File: src/rtl/timer_loader.sv
// Reload-value FIFO that feeds a countdown timer, issuing the next queued
// interval each time the timer fires, plus interval counting and zero-write flagging.
module timer_loader #(
  parameter int DEPTH = 4,
  parameter int AW    = 2
) (
  input  logic          clk,
  input  logic          reset,
  input  logic          wr_valid,
  input  logic [4:0]    wr_data,
  output logic          wr_ready,
  input  logic          run_en,
  input  logic          flush,
  input  logic          timer_trigger,
  output logic [4:0]    value,
  output logic          valid,
  output logic [AW:0]   level,
  output logic          busy,
  output logic [7:0]    done_cnt,
  output logic          zero_err
);

  localparam logic [1:0] IDLE = 2'd0;
  localparam logic [1:0] LOAD = 2'd1;
  localparam logic [1:0] RUN  = 2'd2;

  localparam logic [AW:0] FULL_LVL = (AW+1)'(DEPTH);

  logic [1:0]    state_q, state_d;
  logic [4:0]    value_q, value_d;
  logic          valid_q, valid_d;
  logic [AW:0]   level_q, level_d;
  logic [AW-1:0] wr_ptr_q, wr_ptr_d;
  logic [AW-1:0] rd_ptr_q, rd_ptr_d;
  logic [7:0]    done_q, done_d;
  logic          zerr_q, zerr_d;
  logic [4:0]    mem_q [DEPTH];

  logic wr_acc;
  logic push;
  logic pop;

  assign wr_ready = (level_q != FULL_LVL);
  assign wr_acc   = wr_valid & wr_ready;
  assign push     = wr_acc & (wr_data != '0) & ~flush;

  always_comb begin
    state_d  = state_q;
    value_d  = value_q;
    valid_d  = 1'b0;
    done_d   = done_q;
    zerr_d   = zerr_q;
    pop      = 1'b0;
    wr_ptr_d = wr_ptr_q;
    rd_ptr_d = rd_ptr_q;
    level_d  = level_q;

    if (wr_acc && (wr_data == '0)) zerr_d = 1'b1;

    case (state_q)
      IDLE: begin
        if (run_en && (level_q != '0)) begin
          pop     = 1'b1;
          value_d = mem_q[rd_ptr_q];
          valid_d = 1'b1;
          state_d = LOAD;
        end
      end
      LOAD: state_d = RUN;
      RUN: begin
        if (timer_trigger) begin
          if (done_q != 8'hFF) done_d = done_q + 8'd1;
          if (level_q != '0) begin
            pop     = 1'b1;
            value_d = mem_q[rd_ptr_q];
            valid_d = 1'b1;
            state_d = LOAD;
          end else begin
            state_d = IDLE;
          end
        end
      end
      default: state_d = IDLE;
    endcase

    // flush overrides any load decided above but leaves done_cnt/zero_err alone
    if (flush) begin
      state_d  = IDLE;
      value_d  = value_q;
      valid_d  = 1'b0;
      pop      = 1'b0;
      wr_ptr_d = '0;
      rd_ptr_d = '0;
      level_d  = '0;
    end else begin
      wr_ptr_d = wr_ptr_q + AW'(push);
      rd_ptr_d = rd_ptr_q + AW'(pop);
      level_d  = level_q + (AW+1)'(push) - (AW+1)'(pop);
    end
  end

  always_ff @(posedge clk) begin
    if (reset) begin
      state_q  <= IDLE;
      value_q  <= '0;
      valid_q  <= 1'b0;
      level_q  <= '0;
      wr_ptr_q <= '0;
      rd_ptr_q <= '0;
      done_q   <= '0;
      zerr_q   <= 1'b0;
    end else begin
      state_q  <= state_d;
      value_q  <= value_d;
      valid_q  <= valid_d;
      level_q  <= level_d;
      wr_ptr_q <= wr_ptr_d;
      rd_ptr_q <= rd_ptr_d;
      done_q   <= done_d;
      zerr_q   <= zerr_d;
    end
  end

  always_ff @(posedge clk) begin
    if (!reset && push) mem_q[wr_ptr_q] <= wr_data;
  end

  assign value    = value_q;
  assign valid    = valid_q;
  assign level    = level_q;
  assign busy     = (state_q != IDLE);
  assign done_cnt = done_q;
  assign zero_err = zerr_q;

endmodule

File: config.mk
export PLATFORM = sky130hd
export DESIGN_NAME = timer_loader
export DESIGN_NICKNAME = d
export VERILOG_FILES = /design/src/rtl/timer_loader.sv
export SDC_FILE = /design/constraint.sdc
export NUM_CORES = 1
export LEC_CHECK = 0
export BUFFER_PORTS_ARGS = -buffer_cell sky130_fd_sc_hd__buf_2
export CORE_UTILIZATION = 30
export CTS_CLUSTER_SIZE = 24
export DETAILED_ROUTE_END_ITERATION = 6
export GPL_ROUTABILITY_DRIVEN = 0
export PLACE_DENSITY_LB_ADDON = 0.3
export SYNTH_ARGS = -nofsm -noshare
export SYNTH_HDL_FRONTEND = slang
export SYNTH_SLANG_ARGS = --single-unit
File: constraint.sdc
create_clock -name clk -period 2.2 [get_ports clk]
set_input_delay 0.44 -clock clk [delete_from_list [all_inputs] [get_ports clk]]
set_output_delay 0.44 -clock clk [all_outputs]
set_load 0.01 [all_outputs]
==> summary.md <==
| Metric | Value |
|---|---|
| Starting Density | 31.92% |
| Clock transition at the registers of the reported paths | 0.08 ns |
| Nets | 207 |
| Via Count | 1260 |
| Row count | 27 |
| Cells on worst reg2reg path | 9 |
| Tot Pwr | 1.638 mW |
| Crit path from | wr_data[0] |
| ANT cells | 0 |
| Core box area | 5675 um2 |
| Crit. End Element | flop |
| Postcts setup bufs | 0 |
| Yosys reg bits | 44 |
| Final Setup Violations | 0 |
| Largest net degree at the start of global routing | 16 |
| Critical path required time | 2.39 ns |
| Fin crit share | 97.75% |
| Drc violations | 0 |
| Storage element area | 1084 um2 |
| Peak VDD IR | 0.0003890 V |
| Clk sinks | 44 |
| Final Util | 40.94% |
| Vias in the first global route | 1205 |
| Routed WL per cell | 13.10 um |
| Syn Area/Cell | 12.58 um2 |
| Critical path peak fanout | 2 |
| Hold Path Class | in2reg |
| Reg2reg end | level[2]$_SDFF_PP0_ |
| Worst Max-Slew Pin Slew | 0.5261 ns |
| Syn nets | 159 |
| Clock skew | 0.006696 ns |
| R2R Path Start | state_q[1]$_SDFFE_PP0N_ |
| Worst-Skew Late Latency | 0.30 ns |
| Chip width | 79.71 um |
| DR vias/cell | 4.755 |
| Initial antenna violation count | 0 |
| Total grt overflow | 0 |
| # fillers | 556 |
| Commonest non-fill, non-tap cell in the layout | buf_2 |
| Synth cell types | 38 |
| Pleak | 0.8726 nW |
| Max-slew headroom | 64.66% |
| Register area share after synthesis | 59.67% |
| Arr. time, crit path | 2.35 ns |
| First-pass GRT wire length | 5.740 mm |
| R2R setup slack | 0.11 ns |
| # port buffers | 30 |
| Cells after synthesis | 144 |
| Fin. max-slew vios | 0 |
| Area of the multi-input gates | 749.5 um2 |
| Routed Antenna Nets | 0 |
| Netlist Area Pre-Place | 1812 um2 |
| Iter 0 DRT Violations | 61 |
| Total global-route track usage | 12.30% |
| Die footprint | 6354 um2 |
| Status | complete, no violations |
| Synth warnings | 0 |
| Max clock buf depth | 2 |
| Root buf cell | clkbuf_8 |
| PwrDens | 704.9 nW/um2 |
| Routed wire length | 3.472 mm |
| Chip height | 79.71 um |
| Most frequent cells in the layout | 30 x buf_2, 23 x nor2_1, 22 x dfxtp_1, 20 x edfxtp_1, 17 x buf_4 |
| Final HPWL DP | 2.536 mm |
| Drt pass-1 iters | 4 |
| Layout cells sized above 1 | 40.41% |
| Highest Clock Rate | 465.0 MHz |
| Synth top area share | 33.15% |
| Final Hold Viols | 0 |
| MaxCap Viol Count | 0 |
| CTS Buf Count | 5 |
| Layout area overhead | 28.25% |
| Tmin final | 2.150 ns |
| RSZ-0062 raised after global routing | yes |
| CTS tree | built |
| H-tree levels | 2 |
| Synth top area cells | edfxtp_1 33%, dfxtp_1 27%, mux4_2 6.2% |
| Worst Setup EP | level[2]$_SDFF_PP0_ |
| Cell accounting for the most synthesized area | edfxtp_1 |
| Ports | 31 |
| CP Launch Type | input pin |
| Crit path kind | in2reg |
==> Yosys cell counts <==
cell type and n:
mux4_2 5, a31oi_1 3, and4_1 1, a41oi_1 1, nand3b_1 1, edfxtp_1 20
nand4_1 2, nor4_1 2, or3_1 1, nand2_1 4, or2_0 1, clkbuf_2 1
and2_1 2, nor4_4 1, or2_2 1, dfxtp_1 24, clkbuf_1 1, nand3_1 2
nor4b_1 1, ha_1 3, buf_2 3, o21bai_1 1, a21oi_1 3, buf_1 1
or3_4 1, mux2i_1 7, a41o_1 1, nor3_1 8, xnor2_1 5, or4_1 1
nor2_1 24, nor3b_1 2, fa_1 1, inv_1 2, xor2_1 3, or3b_2 1
and3b_2 1, a211oi_1 2
==> flip-flops by register name, summed over array words and instances, names as in the netlist <==
signal and count:
mem_q 20, done_cnt 8, value 5, level 3, rd_ptr_q 2, state_q 2, wr_ptr_q 2, valid 1
zero_err 1
==> repair_timing <==
action                     in CTS  in global routing
pin swaps                       0                  1
gates resized for setup         2                  7
cloned                          0                  0
hold buffers                    0                  0
setup endpoints to repair       1                 14
==> report_power, final <==
| part | total [mW] | leakage [nW] | internal [mW] | switching, mW |
|---|---|---|---|---|
| Sequential | 0.876 | 0.375 | 0.866 | 0.0104 |
| Clock | 0.634 | 0.0548 | 0.342 | 0.292 |
| Combinational | 0.127 | 0.442 | 0.0645 | 0.0627 |
| Total | 1.64 | 0.873 | 1.27 | 0.365 |
==> how the worst min path moves through the flow <==
| stage | slack, ns | end | from | cells after the start |
|---|---|---|---|---|
| after floorplan | 0.50 | zero_err$_SDFFE_PP0P_ | zero_err$_SDFFE_PP0P_ | 2 |
| after global placement | 0.45 | zero_err$_SDFFE_PP0P_ | zero_err$_SDFFE_PP0P_ | 2 |
| after detailed placement | 0.47 | zero_err$_SDFFE_PP0P_ | zero_err$_SDFFE_PP0P_ | 2 |
| after CTS | 0.40 | zero_err$_SDFFE_PP0P_ | wr_valid | 3 |
| after global routing | 0.41 | zero_err$_SDFFE_PP0P_ | wr_valid | 3 |
| final | 0.40 | zero_err$_SDFFE_PP0P_ | wr_valid | 3 |
==> routing by layer <==
layer / vias to the layer above / part of all wire [%] / GRT usage [%]
met3: 4 / 3.3 / 3.429
met1: 606 / 46 / 14.43
met5: - / 0 / 0
li1: 628 / - / -
met4: 0 / 1.5 / 4.909
met2: 22 / 49 / 21.03
==> critical path: stages <==
cell	delay, ns
buf_2	0.10
or4_4	0.55
nor2_4	0.12
nor3_2	0.06
xnor2_1	0.14
ha_2	0.18
inv_1	0.05
fa_2	0.35
xor2_2	0.15
xnor2_1	0.15
nor2_1	0.05
==> final cells by class <==
class | instances | share of cell area (%)
Clock inverter | 3 | 1.992
Multi-Input combinational cell | 92 | 32.26
Inverter | 2 | 0.3231
Tap cell | 72 | 3.877
Timing Repair Buffer | 47 | 11.95
Clock buffer | 5 | 2.962
Sequential cell | 44 | 46.63
==> per-stage QoR <==
step	setup TNS [ns]	std cells	worst slack [ns]	hold slack, ns	instance area [um2]
after global placement	-2.784	257	-0.2423	0.4539	2173
after detailed placement	-2.661	257	-0.2785	0.4691	2173
after CTS	0	265	0.009485	0.3977	2296
after global routing	-0.03197	265	-0.03197	0.4094	2323
final	0	265	0.04957	0.4036	2323
after floorplan	-0.1006	144	-0.1006	0.5050	1833
==> logic make-up after synthesis <==
logic type,share of synthesized area [%]
AOI/OAI and AO/OA,4.144
xor gates and xnor gates,3.868
adders and majority gates,3.177
buffers and inverters,1.933
DFF,59.67
muxes,10.08
and+or+nand+nor,17.13
Note: power is estimated with default switching activity, not from simulation.
